`src/rtl/inverse_matrix_pkg.sv`:
```
// Shared types and constant tables for the 3x3 adjugate/determinant sequencer.
// The COF tables list the two operand pairs for each cofactor in row-major cofactor order.
package inverse_matrix_pkg;

  localparam int N     = 3;
  localparam int NELEM = N * N;
  localparam int NSTEP = 2 * NELEM;

  typedef enum logic [2:0] {IDLE, LOAD, COF, DET, CHECK, OUT, DONE} state_e;

  // What the multiplier output register currently holds, so it can be retired a cycle later.
  typedef enum logic [1:0] {P_NONE, P_COF_A, P_COF_B, P_DET} pend_e;

  typedef logic [3:0] idx_t;

  // C[i][j] = a[i+1][j+1]*a[i+2][j+2] - a[i+1][j+2]*a[i+2][j+1] (indices mod 3), flattened row-major
  localparam idx_t COF_A [NSTEP] = '{
    4'd4, 4'd5, 4'd5, 4'd3, 4'd3, 4'd4,
    4'd7, 4'd8, 4'd8, 4'd6, 4'd6, 4'd7,
    4'd1, 4'd2, 4'd2, 4'd0, 4'd0, 4'd1
  };
  localparam idx_t COF_B [NSTEP] = '{
    4'd8, 4'd7, 4'd6, 4'd8, 4'd7, 4'd6,
    4'd2, 4'd1, 4'd0, 4'd2, 4'd1, 4'd0,
    4'd5, 4'd4, 4'd3, 4'd5, 4'd4, 4'd3
  };

  // adj[r][c] = C[c][r]: cofactor index emitted on output beat k
  localparam idx_t ADJ_SRC [NELEM] = '{
    4'd0, 4'd3, 4'd6, 4'd1, 4'd4, 4'd7, 4'd2, 4'd5, 4'd8
  };

endpackage

```
`src/rtl/inverse_matrix_mul.sv`:
```
// Registered signed multiplier with one cycle of latency; the product register
// only updates while en is high so it is idle outside the arithmetic phases.
module inverse_matrix_mul #(
  parameter int AW = 8,
  parameter int BW = 17
) (
  input  logic                     clk,
  input  logic                     rst_n,
  input  logic                     en,
  input  logic signed [AW-1:0]     a,
  input  logic signed [BW-1:0]     b,
  output logic signed [AW+BW-1:0]  p
);

  localparam int PW = AW + BW;

  logic signed [PW-1:0] a_ext, b_ext, p_d, p_q;

  always_comb begin
    a_ext = PW'(a);
    b_ext = PW'(b);
    p_d   = en ? (a_ext * b_ext) : p_q;
  end

  always_ff @(posedge clk or negedge rst_n) begin
    if (!rst_n) p_q <= '0;
    else        p_q <= p_d;
  end

  assign p = p_q;

endmodule

```
`src/rtl/inverse_matrix_ctrl.sv`:
```
// Adjugate-method 3x3 inversion sequencer: loads 9 elements, forms cofactors and the
// determinant on one shared multiplier, then streams the transposed cofactors out.
module inverse_matrix_ctrl
  import inverse_matrix_pkg::*;
#(
  parameter  int W  = 8,
  localparam int CW = 2*W + 1,
  localparam int DW = 3*W + 3
) (
  input  logic                 clk,
  input  logic                 rst_n,
  input  logic                 start,
  input  logic                 in_valid,
  output logic                 in_ready,
  input  logic signed [W-1:0]  in_data,
  output logic                 out_valid,
  input  logic                 out_ready,
  output logic signed [CW-1:0] out_data,
  output logic signed [DW-1:0] det,
  output logic                 singular,
  output logic                 busy,
  output logic                 done
);

  localparam int PW = W + CW;

  state_e               state_q, state_d;
  logic [4:0]           step_q, step_d;
  logic signed [W-1:0]  a_q [NELEM];
  logic signed [W-1:0]  a_d [NELEM];
  logic signed [CW-1:0] c_q [NELEM];
  logic signed [CW-1:0] c_d [NELEM];
  logic signed [CW-1:0] tmp_q, tmp_d;
  logic signed [DW-1:0] acc_q, acc_d, acc_sum;
  pend_e                pend_q, pend_d;
  logic [3:0]           pidx_q, pidx_d;
  logic                 in_ready_q, in_ready_d;
  logic                 out_valid_q, out_valid_d;
  logic signed [CW-1:0] out_data_q, out_data_d;
  logic signed [DW-1:0] det_q, det_d;
  logic                 singular_q, singular_d;
  logic                 done_q, done_d;

  logic                 mul_en;
  logic signed [W-1:0]  mul_a;
  logic signed [CW-1:0] mul_b;
  logic signed [PW-1:0] mul_p;

  always_comb begin
    mul_en = 1'b0;
    mul_a  = '0;
    mul_b  = '0;
    if (state_q == COF) begin
      mul_en = 1'b1;
      mul_a  = a_q[COF_A[step_q]];
      mul_b  = CW'(a_q[COF_B[step_q]]);
    end else if (state_q == DET) begin
      mul_en = 1'b1;
      mul_a  = a_q[step_q[3:0]];
      mul_b  = c_q[step_q[3:0]];
    end
  end

  inverse_matrix_mul #(.AW(W), .BW(CW)) u_mul (
    .clk   (clk),
    .rst_n (rst_n),
    .en    (mul_en),
    .a     (mul_a),
    .b     (mul_b),
    .p     (mul_p)
  );

  always_comb begin
    state_d     = state_q;
    step_d      = step_q;
    a_d         = a_q;
    c_d         = c_q;
    tmp_d       = tmp_q;
    pend_d      = P_NONE;
    pidx_d      = pidx_q;
    in_ready_d  = in_ready_q;
    out_valid_d = out_valid_q;
    out_data_d  = out_data_q;
    det_d       = det_q;
    singular_d  = singular_q;
    done_d      = 1'b0;

    // Retire last cycle's product; the final DET product is folded in combinationally for CHECK.
    acc_sum = acc_q + ((pend_q == P_DET) ? DW'(mul_p) : '0);
    acc_d   = acc_sum;
    case (pend_q)
      P_COF_A: tmp_d = CW'(mul_p);
      P_COF_B: c_d[pidx_q] = tmp_q - CW'(mul_p);
      default: ;
    endcase

    if (mul_en) begin
      pend_d = (state_q == COF) ? (step_q[0] ? P_COF_B : P_COF_A) : P_DET;
      pidx_d = step_q[4:1];
    end

    case (state_q)
      IDLE: begin
        if (start) begin
          state_d    = LOAD;
          step_d     = '0;
          in_ready_d = 1'b1;
          det_d      = '0;
          singular_d = 1'b0;
          acc_d      = '0;
        end
      end
      LOAD: begin
        if (in_valid && in_ready_q) begin
          a_d[step_q[3:0]] = in_data;
          if (step_q == 5'd8) begin
            state_d    = COF;
            step_d     = '0;
            in_ready_d = 1'b0;
          end else begin
            step_d = step_q + 5'd1;
          end
        end
      end
      COF: begin
        if (step_q == 5'd17) begin
          state_d = DET;
          step_d  = '0;
        end else begin
          step_d = step_q + 5'd1;
        end
      end
      DET: begin
        if (step_q == 5'd2) begin
          state_d = CHECK;
          step_d  = '0;
        end else begin
          step_d = step_q + 5'd1;
        end
      end
      CHECK: begin
        det_d      = acc_sum;
        singular_d = (acc_sum == '0);
        if (acc_sum == '0) begin
          state_d = DONE;
          done_d  = 1'b1;
        end else begin
          state_d     = OUT;
          step_d      = '0;
          out_valid_d = 1'b1;
          out_data_d  = c_q[ADJ_SRC[0]];
        end
      end
      OUT: begin
        if (out_ready) begin
          if (step_q == 5'd8) begin
            state_d     = DONE;
            out_valid_d = 1'b0;
            done_d      = 1'b1;
          end else begin
            step_d     = step_q + 5'd1;
            out_data_d = c_q[ADJ_SRC[step_q[3:0] + 4'd1]];
          end
        end
      end
      DONE: begin
        state_d = IDLE;
      end
      default: state_d = IDLE;
    endcase
  end

  always_ff @(posedge clk or negedge rst_n) begin
    if (!rst_n) begin
      state_q     <= IDLE;
      step_q      <= '0;
      for (int i = 0; i < NELEM; i++) begin
        a_q[i] <= '0;
        c_q[i] <= '0;
      end
      tmp_q       <= '0;
      acc_q       <= '0;
      pend_q      <= P_NONE;
      pidx_q      <= '0;
      in_ready_q  <= 1'b0;
      out_valid_q <= 1'b0;
      out_data_q  <= '0;
      det_q       <= '0;
      singular_q  <= 1'b0;
      done_q      <= 1'b0;
    end else begin
      state_q     <= state_d;
      step_q      <= step_d;
      a_q         <= a_d;
      c_q         <= c_d;
      tmp_q       <= tmp_d;
      acc_q       <= acc_d;
      pend_q      <= pend_d;
      pidx_q      <= pidx_d;
      in_ready_q  <= in_ready_d;
      out_valid_q <= out_valid_d;
      out_data_q  <= out_data_d;
      det_q       <= det_d;
      singular_q  <= singular_d;
      done_q      <= done_d;
    end
  end

  assign in_ready  = in_ready_q;
  assign out_valid = out_valid_q;
  assign out_data  = out_data_q;
  assign det       = det_q;
  assign singular  = singular_q;
  assign done      = done_q;
  assign busy      = (state_q != IDLE);

endmodule

```
`config.mk`:
```
export PLATFORM = sky130hd
export DESIGN_NAME = inverse_matrix_ctrl
export DESIGN_NICKNAME = d
export VERILOG_FILES = /design/src/rtl/inverse_matrix_pkg.sv /design/src/rtl/inverse_matrix_mul.sv /design/src/rtl/inverse_matrix_ctrl.sv
export SDC_FILE = /design/constraint.sdc
export NUM_CORES = 1
export LEC_CHECK = 0
export BUFFER_PORTS_ARGS = -buffer_cell sky130_fd_sc_hd__buf_2
export CAP_MARGIN = 20
export CORE_ASPECT_RATIO = 0.5
export CORE_MARGIN = 1.5
export CORE_UTILIZATION = 38
export DETAILED_ROUTE_END_ITERATION = 16
export GPL_TIMING_DRIVEN = 0
export PLACE_DENSITY = 0.52
export SYNTH_ARGS = -nofsm -noshare
export SYNTH_HDL_FRONTEND = slang
export SYNTH_SLANG_ARGS = --single-unit
```
`constraint.sdc`:
```
create_clock -name clk -period 11.6 [get_ports clk]
set_input_delay 0.58 -clock clk [delete_from_list [all_inputs] [get_ports clk]]
set_output_delay 0.58 -clock clk [all_outputs]
set_load 0.01 [all_outputs]
```
==> flow_metrics.env <==
export IMPL_status="complete, no violations"
export IMPL_dr_pass1_iters=7
export IMPL_die_w_microns=366
export IMPL_slew_headroom=0.189
export IMPL_dp_cells=3404
export IMPL_syn_area_sq_mm=0.0250
export IMPL_antenna_found_initial=2
export IMPL_clockRootBuffer="clkbuf_16"
export IMPL_crit_path_top_delay_cell="ha_1"
export IMPL_antenna_left=0
export IMPL_dr_wl_met3_mm=5.95
export IMPL_fin_crit_ps=11150
export IMPL_required_ps=12030
export IMPL_postCtsSetupRepairBufs=0
export IMPL_cp_slowest_stage_delay_ps=600
export IMPL_worstPathArrival_ps=11580
export IMPL_hold_path_class="primary input to register"
export IMPL_fin_hold_ws_ps=307
export IMPL_criticalPathCategory="register to register"
export IMPL_grt_total_usage=0.243
export IMPL_setup_slack_ps=455
export IMPL_pre_cts_ws_ps=106
export IMPL_period_share=0.961
export IMPL_clock_fmax_mhz=89.7
export IMPL_setup_violations=0
export IMPL_crit_fanout=13
export IMPL_cts_clk_slew_worst_paths_ps=80
export IMPL_ios=62
export IMPL_cpMostUsedCell="fa_1"
export IMPL_clk_path_buf_depth=3
export IMPL_dp_hpwl_mm=59.4
export IMPL_viasPerCell=5.74
export IMPL_power_per_cell_area_mw_per_mm2=242
export IMPL_cts_buffers=38
export IMPL_yosys_register_bits=356
export IMPL_port_buffers=61
export IMPL_cp_end_kind="register"
export IMPL_route_met2_wl_mm=35.4
export IMPL_num_rows=66
export IMPL_start_util=0.385
export IMPL_finalHoldViolations=0
export IMPL_layoutNonFillerInstCount=3479
export IMPL_vias=20000
export IMPL_fin_nets=2787
export IMPL_rsz0062_at_grt="no"
export IMPL_fin_skew_ps=59.2
export IMPL_maxCapViolations=0
export IMPL_fin_tns_setup_ps=0
export IMPL_grt_pass1_wl_mm=125
export IMPL_drtIter0Drc=1906
export IMPL_worstMarginPinSlew_ps=1220
export IMPL_die_h_microns=185
export IMPL_drt_met1_wl_mm=38.9
export IMPL_leakagePower_nw=13.2
export IMPL_synthCells=2446
export IMPL_clock_sinks=356
export IMPL_synthArstFlopShare=1.00
export IMPL_wl_per_cell_microns=23.6
export IMPL_grt_max_degree=106
export IMPL_grt_overflow=0
export IMPL_core_area_sq_mm=0.0651
export IMPL_synth_cell_types=84
export IMPL_yosysSeqAreaShare=0.356
export IMPL_topRoutingLayerUsed="met5"
export IMPL_finalPower_mw=6.77
export IMPL_yosys_warnings=0
export IMPL_die_area_sq_mm=0.0675
export IMPL_grt_pass1_vias=19700
export IMPL_clk_latency_ps=600
export IMPL_startpoint_type="register"
export IMPL_gp_congestion=0.931
export IMPL_routed_wirelength_mm=82.0
export IMPL_drv_slew=0
export IMPL_synth_edf_count=0
export IMPL_area_delta_synth_final_pct=11.9
export IMPL_post_route_drc_count=0
export IMPL_htreeDepth=2
export IMPL_drive_gt1_frac=0.188
export IMPL_avgSynthCellArea_sq_um=10.2
export IMPL_synthFlopType="dfrtp_1"
export IMPL_ir_worst_vdd_mv=0.142
export IMPL_synthesis_nets=2668
export IMPL_cts_tree="done"
==> per-layer routing <==
| metal | track usage | up-vias |
|---|---|---|
| li1 | - | 8932 |
| met1 | 0.362 | 10200 |
| met2 | 0.369 | 734 |
| met3 | 0.0381 | 111 |
| met4 | 0.0568 | 2 |
| met5 | 0 | - |
==> through the flow <==
step	util	cell area (sq um)
2_1_floorplan	-	25000
3_3_place_gp	0.407	26500
3_5_place_dp	0.409	26600
4_1_cts	0.430	28000
5_1_grt	0.430	28000
6_report	0.431	28000
==> cell usage in the layout, fill, tap and decap left out, drive strengths merged, types with 24 or more instances in the layout <==
| cell | netlist | final |
|---|---|---|
| a211oi | 24 | 24 |
| o22ai | 35 | 35 |
| a21o | 29 | 29 |
| xnor2 | 38 | 38 |
| nor2 | 163 | 163 |
| nand2 | 297 | 297 |
| and3 | 36 | 36 |
| a221oi | 44 | 44 |
| inv | 182 | 184 |
| fa | 112 | 112 |
| mux2 | 181 | 181 |
| mux2i | 47 | 47 |
| clkbuf | 100 | 156 |
| nor2b | 34 | 34 |
| nand3 | 39 | 39 |
| a21oi | 78 | 78 |
| o21ai | 164 | 164 |
| ha | 97 | 97 |
| buf | 31 | 107 |
| dfrtp | 356 | 356 |
| or2 | 44 | 44 |
| mux4 | 78 | 78 |
==> state kept, by name, indices dropped and copies added (netlist names) <==
register	flops
c_q	153
a_q	72
acc_q	27
det	27
u_mul.p	25
out_data	17
tmp_q	17
step_q	5
pidx_q	4
state_q	3
pend_q	2
done	1
in_ready	1
out_valid	1
singular	1
==> report_power, final <==
part           leakage [nW]  total [mW]  switching [mW]  internal (mW)
Clock                 0.655        1.33           0.570          0.759
Combinational          7.61        3.85            2.55           1.30
Sequential             4.90        1.60           0.161           1.43
Total                  13.2        6.77            3.29           3.49
==> final cells by class <==
type                    instances  area [sq um]
flip-flops and latches        356          8910
multi-input cells            1775         14900
repair buffers                 79           533
diodes                          1          2.50
fillers                      6387         37100
inverters                     184           691
well taps                     884          1110
clock buffers                  54          1100
clock inverters                15           219
plain buffers                 131           544
==> worst max-delay path: cells and delay by family, from the launching register on <==
family	cells	cell delay (ps)
AOI/OAI and AO/OA	9	2100
buffers and inverters	9	3010
adders and majority gates	6	3110
xor gates and xnor gates	1	180
DFF	1	480
and+or+nand+nor	3	1100
muxes	3	1000
==> synth_stat cells, types with 39 or more instances <==
cell | instances | area share
dfrtp_1 | 356 | 0.36
nand2_1 | 297 | 0.045
inv_1 | 182 | 0.027
mux2_2 | 171 | 0.077
nor2_1 | 162 | 0.024
o21ai_0 | 156 | 0.031
fa_1 | 112 | 0.090
clkbuf_1 | 100 | 0.015
ha_1 | 97 | 0.048
mux4_2 | 78 | 0.070
a21oi_1 | 75 | 0.015
mux2i_1 | 47 | 0.019
or2_2 | 41 | 0.010
a221oi_1 | 40 | 0.014
nand3_1 | 39 | 0.0078
==> worst paths after layout <==
| kind | startpoint | end | slack, ps | depth (start not counted) |
|---|---|---|---|---|
| setup / recovery | step_q[0] | u_mul.p[23] | 450 | 31 |
| hold / removal | start | in_ready | 310 | 3 |
| setup reg to reg | step_q[0] | u_mul.p[23] | 450 | 31 |
| hold reg to reg | out_valid | out_valid | 480 | 2 |
| max in group asynchronous | rst_n | c_q[111] | 10020 | 3 |
| min in group asynchronous | rst_n | out_data[1] | 550 | 2 |
==> timing repair <==
item                                   in CTS  in global routing
gates resized for setup                     0                  2
setup endpoints to repair                   0                  6
endpoints found under the hold margin       4                  0
hold buffers                                1                  0
==> cell families (layout without fill, tap and decap cells) <==
family	after synthesis	count (layout)	share of synthesized area
simple gates	701	701	0.129
other cells	0	1	0
buf+inv	315	463	0.0493
mux	306	306	0.172
fa+ha+maj	209	209	0.138
compound gates	499	499	0.135
flops	356	356	0.356
xor+xnor	60	60	0.0210
No activity file was read; power rests on OpenSTA's default activity.
